===== config.mk =====
export PLATFORM = sky130hd
export DESIGN_NAME = dmem_arbiter
export DESIGN_NICKNAME = d
export VERILOG_FILES = /design/src/rtl/dmem_arbiter_pkg.sv /design/src/rtl/dmem_arbiter_arb.sv /design/src/rtl/dmem_arbiter.sv
export SDC_FILE = /design/constraint.sdc
export NUM_CORES = 1
export LEC_CHECK = 0
export ABC_AREA = 1
export CAP_MARGIN = 40
export CELL_PAD_IN_SITES_DETAIL_PLACEMENT = 1
export CELL_PAD_IN_SITES_GLOBAL_PLACEMENT = 1
export CORE_UTILIZATION = 19
export CTS_BUF_LIST = sky130_fd_sc_hd__clkbuf_4
export DETAILED_ROUTE_END_ITERATION = 6
export PLACE_DENSITY_LB_ADDON = 0.1
export SLEW_MARGIN = 20
export SYNTH_ARGS = -nofsm -noshare
export SYNTH_HDL_FRONTEND = slang
export SYNTH_SLANG_ARGS = --single-unit

===== constraint.sdc =====
create_clock -name clk -period 3.95 [get_ports clk]
set_clock_uncertainty 0.05 [all_clocks]
set_input_delay 0.5925 -clock clk [delete_from_list [all_inputs] [get_ports clk]]
set_output_delay 0.5925 -clock clk [all_outputs]
set_load 0.01 [all_outputs]

===== src/rtl/dmem_arbiter_pkg.sv =====
// Shared encodings and helpers for the data-memory arbiter.
package dmem_arbiter_pkg;

  // RW_type size field encodings; bit RW_U selects an unsigned load.
  localparam logic [1:0] RW_B = 2'b00;
  localparam logic [1:0] RW_H = 2'b01;
  localparam logic [1:0] RW_W = 2'b10;
  localparam int         RW_U = 2;

  // Arbitration policy selector values for PRIO_MODE.
  localparam int PRIO_RR    = 0;
  localparam int PRIO_FIXED = 1;

  // A request is rejected when its size does not fit its byte offset,
  // or when the size field holds the reserved encoding.
  function automatic logic is_misaligned(input logic [1:0] size,
                                         input logic [1:0] addr_lo);
    logic bad;
    case (size)
      RW_B:    bad = 1'b0;
      RW_H:    bad = addr_lo[0];
      RW_W:    bad = |addr_lo;
      default: bad = 1'b1;
    endcase
    return bad;
  endfunction

endpackage


===== src/rtl/dmem_arbiter_arb.sv =====
// Two-requester pick logic: lock hold, then single requester, then tie-break.
module arb_rr2
  import dmem_arbiter_pkg::*;
#(
  parameter int PRIO_MODE = PRIO_RR
) (
  input  logic [1:0] valid,
  input  logic       last_q,
  input  logic       lock_q,
  input  logic       lock_port,
  output logic [1:0] grant,
  output logic       winner
);

  logic any;

  // Choose the winner; grant is one-hot and empty when nobody requests.
  always_comb begin
    winner = 1'b0;
    any    = 1'b0;
    if (lock_q && valid[lock_port]) begin
      winner = lock_port;
      any    = 1'b1;
    end else if (valid == 2'b11) begin
      winner = (PRIO_MODE == PRIO_FIXED) ? 1'b0 : ~last_q;
      any    = 1'b1;
    end else if (valid[0]) begin
      winner = 1'b0;
      any    = 1'b1;
    end else if (valid[1]) begin
      winner = 1'b1;
      any    = 1'b1;
    end
    grant = any ? (winner ? 2'b10 : 2'b01) : 2'b00;
  end

endmodule


===== src/rtl/dmem_arbiter.sv =====
// Shares dmem between the load/store unit (port 0) and the debug/loader
// port (port 1); one access per cycle, response registered one cycle later.
module dmem_arbiter
  import dmem_arbiter_pkg::*;
#(
  parameter int PRIO_MODE = PRIO_RR,
  parameter int ADDR_W    = 32
) (
  input  logic              clk,
  input  logic              rst_n,
  input  logic              p0_valid,
  input  logic              p1_valid,
  output logic              p0_ready,
  output logic              p1_ready,
  input  logic              p0_we,
  input  logic              p1_we,
  input  logic              p0_lock,
  input  logic              p1_lock,
  input  logic [ADDR_W-1:0] p0_addr,
  input  logic [ADDR_W-1:0] p1_addr,
  input  logic [2:0]        p0_rwtype,
  input  logic [2:0]        p1_rwtype,
  input  logic [31:0]       p0_wdata,
  input  logic [31:0]       p1_wdata,
  output logic              p0_rsp_valid,
  output logic              p1_rsp_valid,
  output logic              p0_rsp_err,
  output logic              p1_rsp_err,
  output logic [31:0]       p0_rdata,
  output logic [31:0]       p1_rdata,
  output logic              m_W_en,
  output logic              m_R_en,
  output logic [31:0]       m_addr,
  output logic [2:0]        m_RW_type,
  output logic [31:0]       m_din,
  input  logic [31:0]       m_dout
);

  logic [1:0]        req_vld;
  logic [1:0]        grant;
  logic              winner;
  logic              accept;
  logic              last_q;
  logic              lock_q;
  logic              w_we;
  logic              w_lock;
  logic [ADDR_W-1:0] w_addr;
  logic [2:0]        w_rwtype;
  logic [31:0]       w_wdata;
  logic [31:0]       addr_ext;
  logic              req_err;
  logic              mem_ok;
  logic              rsp_valid_q;
  logic              rsp_port_q;
  logic              rsp_err_q;
  logic [31:0]       rdata_q;

  // Requests are masked while reset is held so nothing is granted or stored.
  assign req_vld = {p1_valid, p0_valid} & {2{rst_n}};

  arb_rr2 #(
    .PRIO_MODE (PRIO_MODE)
  ) u_arb (
    .valid     (req_vld),
    .last_q    (last_q),
    .lock_q    (lock_q),
    .lock_port (last_q),
    .grant     (grant),
    .winner    (winner)
  );

  // The lock always belongs to the last winner, so last_q doubles as lock port.
  assign p0_ready = grant[0];
  assign p1_ready = grant[1];
  assign accept   = |grant;

  assign w_we     = winner ? p1_we     : p0_we;
  assign w_lock   = winner ? p1_lock   : p0_lock;
  assign w_addr   = winner ? p1_addr   : p0_addr;
  assign w_rwtype = winner ? p1_rwtype : p0_rwtype;
  assign w_wdata  = winner ? p1_wdata  : p0_wdata;

  generate
    if (ADDR_W >= 32) begin : g_addr_trunc
      assign addr_ext = w_addr[31:0];
    end else begin : g_addr_zext
      assign addr_ext = {{(32 - ADDR_W){1'b0}}, w_addr};
    end
  endgenerate

  assign req_err = is_misaligned(w_rwtype[1:0], w_addr[1:0]);
  assign mem_ok  = accept & ~req_err;

  // Drive dmem only for an accepted, aligned request; park everything at 0 otherwise.
  always_comb begin
    m_W_en    = 1'b0;
    m_R_en    = 1'b0;
    m_addr    = '0;
    m_RW_type = '0;
    m_din     = '0;
    if (mem_ok) begin
      m_W_en    = w_we;
      m_R_en    = ~w_we;
      m_addr    = addr_ext;
      m_RW_type = w_rwtype;
      m_din     = w_wdata;
    end
  end

  // Arbitration history and response handshake state, updated on each accept.
  always_ff @(posedge clk or negedge rst_n) begin
    if (!rst_n) begin
      last_q      <= 1'b1;
      lock_q      <= 1'b0;
      rsp_valid_q <= 1'b0;
      rsp_port_q  <= 1'b0;
      rsp_err_q   <= 1'b0;
    end else if (accept) begin
      last_q      <= winner;
      lock_q      <= w_lock;
      rsp_valid_q <= 1'b1;
      rsp_port_q  <= winner;
      rsp_err_q   <= req_err;
    end else begin
      lock_q      <= 1'b0;
      rsp_valid_q <= 1'b0;
    end
  end

  // Load data register; only aligned loads overwrite it, so it holds otherwise.
  always_ff @(posedge clk or negedge rst_n) begin
    if (!rst_n) begin
      rdata_q <= '0;
    end else if (mem_ok && !w_we) begin
      rdata_q <= m_dout;
    end
  end

  // ---- response stage: one-cycle pulse routed to the port that won ----
  assign p0_rsp_valid = rsp_valid_q & ~rsp_port_q;
  assign p1_rsp_valid = rsp_valid_q &  rsp_port_q;
  assign p0_rsp_err   = rsp_err_q & p0_rsp_valid;
  assign p1_rsp_err   = rsp_err_q & p1_rsp_valid;
  assign p0_rdata     = rdata_q;
  assign p1_rdata     = rdata_q;

endmodule


## Word-level counts from Yosys, hierarchy flattened

Index checks and enable logic that the tools add are counted.

| operators by class | value |
|---|---|
| $lt $le $gt $ge | 1 |
| equality and inequality tests | 3 |
| multiplexer cells | 24 |
| bitwise gates (word level) | 10 |
| reductions and logical operators | 6 |

Operators by type and width:

| cell | count |
|---|---|
| two-way mux 32 bit | 4 |
| two-way mux 1 bit | 15 |
| two-way mux 3 bit | 2 |
| bitwise AND 1 bit | 5 |
| equality test 2 bit, second input constant | 2 |
| two-way mux 2 bit | 2 |
| inverter 1 bit | 4 |
| OR reduction 2 bit | 2 |
| one-hot mux 1 bit (3 select lines) | 1 |
| bitwise AND 2 bit | 1 |
| equality test 2 x 1 -> 1 bit, second input constant | 1 |
| logical AND 1 bit | 2 |
| logical NOT 2 bit | 1 |
| less-than comparator 1 x 2 -> 1 bit, second input constant | 1 |
| logical NOT 1 bit | 1 |

| word-level totals | value |
|---|---|
| register bits | 37 |
| output and inout bits | 139 |

## Longest topological paths before layout

| logic depth | value |
|---|---|
| word-level depth | 11 |
| gate-level depth with buffers | 14 |
| depth with buffers taken out | 13 |

## By module

From an unflattened synthesis, not the netlist that was laid out.

| second synthesis, totals | value |
|---|---|
| cells, all modules | 456 |
| area total of the unflattened synthesis | 2982.9 µm² |

By module, submodules not included:

| module | times used | cells each | area each (µm²) | seq. area each (µm²) |
|---|---|---|---|---|
| dmem_arbiter | 1 | 447 | 2947.8 | 927.1 |
| arb_rr2 | 1 | 9 | 35.0 | 0.0 |

## Least setup slack after synthesis

Ideal clock, no wire load.

| path | value |
|---|---|
| path type | input port to output port |
| from | input p1_valid |
| to | output m_addr[10] |
| arrival time | 1935 ps |
| required time | 3307 ps |
| slack | 1372 ps |
| cell stages on the path | 12 |
| path buffers | 2 |
| cells stage by stage | nand2_1 a21oi_2 inv_2 nand2_2 nand2_2 nand2_1 nand2_2 a21oi_4 nand2_2 buf_4 buf_6 a21oi_2 |

| on the way | value |
|---|---|
| cells in the longest elaborated chain, start to end | 11 |
| elaborated cells between the ends (all ways) | 25 |
| classes of those cells | eq/ne (3); mux (15); bitwise (3); reduce/logical (4) |

Ends and longest elaborated chain:

| item | line | source |
|---|---|---|
| from (decl) | dmem_arbiter.sv:12 | `input logic p1_valid,` |
| bitwise AND 2 bit * | dmem_arbiter.sv:59 | `assign req_vld = {p1_valid, p0_valid} & {2{rst_n}};` |
| two-way mux 1 bit, on equally long branches | dmem_arbiter_arb.sv:30, dmem_arbiter_arb.sv:21 |  |
| two-way mux 1 bit, on equally long branches | dmem_arbiter_arb.sv:27, dmem_arbiter_arb.sv:21 |  |
| two-way mux 1 bit / logical AND 1 bit (equally long branches) | dmem_arbiter_arb.sv:24, dmem_arbiter_arb.sv:21 |  |
| two-way mux 1 bit | dmem_arbiter_arb.sv:21 | `if (lock_q && valid[lock_port]) begin` |
| two-way mux 3 bit / two-way mux 32 bit (equally long branches) | dmem_arbiter.sv:80, dmem_arbiter.sv:79 |  |
| equality test 2 bit, or another cell as far along | dmem_arbiter_pkg.sv:19 | `case (size)` |
| one-hot mux 1 bit (3 select lines) | dmem_arbiter_pkg.sv:19 |  |
| inverter 1 bit | dmem_arbiter.sv:92 | `assign mem_ok = accept & ~req_err;` |
| bitwise AND 1 bit | dmem_arbiter.sv:92 |  |
| two-way mux 32 bit * | dmem_arbiter.sv:101 | `if (mem_ok) begin` |
| to (decl) | dmem_arbiter.sv:33 | `output logic [31:0] m_addr,` |

Mark *: on every way between the ends. The rest lies on a longest branch, timed or not. The select of a mux whose other input is x is not followed.

## Final worst setup path

| path | value |
|---|---|
| from | input p0_valid |
| to | output m_addr[0] |

| on the way | value |
|---|---|
| cells in the longest elaborated chain, start to end | 11 |
| elaborated cells between the ends (all ways) | 24 |
| classes of those cells | eq/ne (3); mux (14); bitwise (3); reduce/logical (4) |

Ends and longest elaborated chain:

| item | line | source |
|---|---|---|
| from (decl) | dmem_arbiter.sv:11 | `input logic p0_valid,` |
| bitwise AND 2 bit * | dmem_arbiter.sv:59 |  |
| two-way mux 1 bit (not written as such) (2 in a row) | dmem_arbiter_arb.sv:21 |  |
| logical AND 1 bit | dmem_arbiter_arb.sv:21 |  |
| two-way mux 1 bit | dmem_arbiter_arb.sv:21 |  |
| two-way mux 3 bit / two-way mux 32 bit (equally long branches) | dmem_arbiter.sv:80, dmem_arbiter.sv:79 |  |
| equality test 2 bit, or another cell as far along | dmem_arbiter_pkg.sv:19 |  |
| one-hot mux 1 bit (3 select lines) | dmem_arbiter_pkg.sv:19 |  |
| inverter 1 bit | dmem_arbiter.sv:92 |  |
| bitwise AND 1 bit | dmem_arbiter.sv:92 |  |
| two-way mux 32 bit * | dmem_arbiter.sv:101 |  |

Marks and branches as above.

==> run_results.csv <==
group,metric,value,unit
sta,finalHoldViolCount,0,
floorplanning,std_cell_rows,45,
floorplanning,fp.dieH,128,microns
critical_path,cp-start-kind,"input pin",
placement,place_area,6100,sq um
critical_path,critPathKind,"in -> out",
critical_path,critPathRequiredTime,3.31,ns
drt,drc_errors,0,
cts,cts_buffer_depth,2,
grt,grt_antenna_before_repair,1,
power_and_ir_drop,p_leak,2.63,nW
finish,fin_cells,934,
finish,drive_gt1_share,8.45,%
placement,gp_congestion,0.809,
sta,finalSetupViolCount,0,
logic_synthesis,ys_ff_latch,37,
logic_synthesis,yosysMostFrequentCell,"nand2_1",
logic_synthesis,ys_async_sr_fraction,100,%
logic_synthesis,ys_types,21,
placement,placed_cells,925,
critical_path,critPathCaptureType,"primary output",
logic_synthesis,synth_flop_cell,"dfrtp_1",
drt,totalWireLength,16.1,mm
finish,postLayoutCoreUtil,40.3,%
logic_synthesis,synth_top_area_share,30.0,%
grt,grt.overflow.total,0,
critical_path,critPathArrivalTime,3.13,ns
power_and_ir_drop,peakVddDrop,143,uV
worst_hold_path,worstHoldPathType,"in -> async",
critical_path,cp_max_fo,34,
logic_synthesis,avgSynthCellArea,6.58,sq um
power_and_ir_drop,pwr_density_cell,430,nW/um^2
finish,postLayoutCellArea,6160,sq um
sta,timing.setup.tns,0,ns
sta,max_slew_margin,64.2,%
critical_path,reg2reg_slack,1.45,ns
sta,period_share,95.5,%
drt,vias,4125,
cts,cts-root-buf,"clkbuf_4",
grt,grt_max_degree,67,
floorplanning,initial_core_util,19.6,%
critical_path,slowest_delay,0.57,ns
logic_synthesis,yosys_warnings,0,
drt,drt_pass1_iterations,4,
cts,cts_post_setup_buffers_inserted,0,
placement,io_buffers,312,
logic_synthesis,syn-num-nets,630,
critical_path,crit_chain,"clkdlybuf4s50_1, nand2_1, nand2_1, nand3_1, nand2_2, nand2_2, nand2_1, nand3_1, nand2_1, buf_4, nand4_1, inv_1, clkdlybuf4s50_1",
sta,max_freq,265,MHz
sta,fin_crit,3.77,ns
sta,drv_slew,0,
drt,first_iter_violations,76,
floorplanning,io_pins,313,
critical_path,r2r-end,"p0_rdata[18]$_DFFE_PN0P_",
critical_path,path_common_cell,"nand2_1",
critical_path,worst_path_max_delay_cell,"clkdlybuf4s50_1",
grt,grt_pass1_vias,4577,
placement,dp_hpwl,13.0,mm
floorplanning,die_w,128,microns
cts,numCtsBuffers,5,
drt,vias_per_cell,4.42,
grt,grt_pass1_wl,24.8,mm
logic_synthesis,synth.cell_area,3000,sq um
grt,track_usage,19.6,%
logic_synthesis,syn_inst,456,
sta,max_slew.worst_pin.slew,0.537,ns
finish,final_nets,895,
cts,htree_levels,2,
finish,syn_to_final_growth,105,%
critical_path,reg2reg_depth,13,
logic_synthesis,synth_edf_count,0,
status,status,"complete, no violations",
logic_synthesis,yosysTopAreaCell,"dfrtp_1",
cts,clk_pin_slew,0.12,ns
floorplanning,coreArea,15300,sq um
cts,cts.sinks,37,
critical_path,reg2reg_from,"last_q$_DFFE_PN1P_",
cts,cts_tree,"yes",
logic_synthesis,synthTopCellsByCount,"210 x nand2_1, 36 x dfrtp_1, 34 x nand4_1, 33 x a21oi_1, 33 x buf_4",
drt,wl_per_cell,17.2,microns
drt,drt.antenna.violating_nets,0,
job,maxCapViolCount,0,
logic_synthesis,synth_area_leaders,"dfrtp_1 30%, nand2_1 26%, a21oi_2 9.0%",
logic_synthesis,seq_area_frac_synth,30.9,%
cts,clkLatencyLatePin,0.34,ns
floorplanning,die-area,16300,sq um
[logic make-up (layout without fill, tap and decap cells)]
logic type             after synthesis  after routing  share of synthesized area [%]
and+or+nand+nor                    265            265                           37.0
buffers and inverters               85            351                           16.1
AOI/OAI and AO/OA                   69             69                           16.0
DFF                                 37             37                           30.9
other                                0              1                              0
[state kept, by name, indices dropped and copies added, names as in the netlist]
signal and count:
last_q 1, lock_q 1, p0_rdata 32, rsp_err_q 1
rsp_port_q 1, rsp_valid_q 1
[how the worst max path moves through the flow]
stage / startpoint / to / slack (ns) / depth (start not counted)
floorplan: p1_valid / m_addr[10] / 1.37 / 12
global placement: p0_valid / m_addr[0] / 0.19 / 13
detailed placement: p0_valid / m_addr[0] / 0.11 / 13
CTS: p0_valid / m_addr[0] / 0.11 / 13
global route: p0_valid / m_addr[0] / -0.003 / 13
finish: p0_valid / m_addr[0] / 0.18 / 13
[stage by stage]
step	power, mW	hold WS, ns	setup slack, ns
after floorplan	1.54	0.247	1.37
after global placement	2.44	0.405	0.190
after detailed placement	2.48	0.408	0.106
after CTS	2.70	0.00738	0.112
after global routing	2.85	0.0165	-0.00267
final	2.65	0.0263	0.179
[routing by layer]
metal	routed length, microns	share of wire, %	global-route usage [%]
met5	0	0	0
met4	188	1.2	3.81
met3	1290	8.0	5.38
met2	8400	52	37.6
met1	6230	39	21.3
[critical path, delay by kind of cell]
| family | cells | cell delay (ns) |
|---|---|---|
| simple gates | 9 | 0.95 |
| buf+inv | 4 | 1.55 |
[layout make-up]
| cell class | count | area, sq um |
|---|---|---|
| fill | 1872 | 9150 |
| clock inverter | 2 | 10.0 |
| multi-input combinational | 334 | 1600 |
| timing repair buffer | 323 | 3240 |
| antenna | 1 | 2.50 |
| tap | 211 | 264 |
| inverter | 20 | 75.1 |
| sequential | 37 | 927 |
| clock buffer | 6 | 45.0 |
[report_power, final]
| part | switching (mW) | internal (mW) | total [mW] | leakage [nW] |
|---|---|---|---|---|
| sequential | 0.140 | 0.543 | 0.683 | 0.456 |
| combinational | 0.796 | 0.964 | 1.76 | 2.14 |
| clock | 0.133 | 0.0748 | 0.208 | 0.0354 |
[layout by cell type, fill, tap and decap left out, types with 2 or more instances in the layout]
cell and instances:
nand2_2 3, inv_2 2, nand2_1 210, a21oi_1 33
buf_12 3, nor2_1 6, dfrtp_1 36, nand3_1 9
buf_4 7, nand4_1 34, o21ai_0 2, clkbuf_4 6
a21oi_2 31, clkinv_2 2, clkdlybuf4s50_1 310, inv_1 18
[timing repair]
item / in CTS / in global routing
setup endpoints to repair: 0 / 2
hold buffers: 0 / 0
gates resized for setup: 0 / 2
No activity file was read; power rests on OpenSTA's default activity.
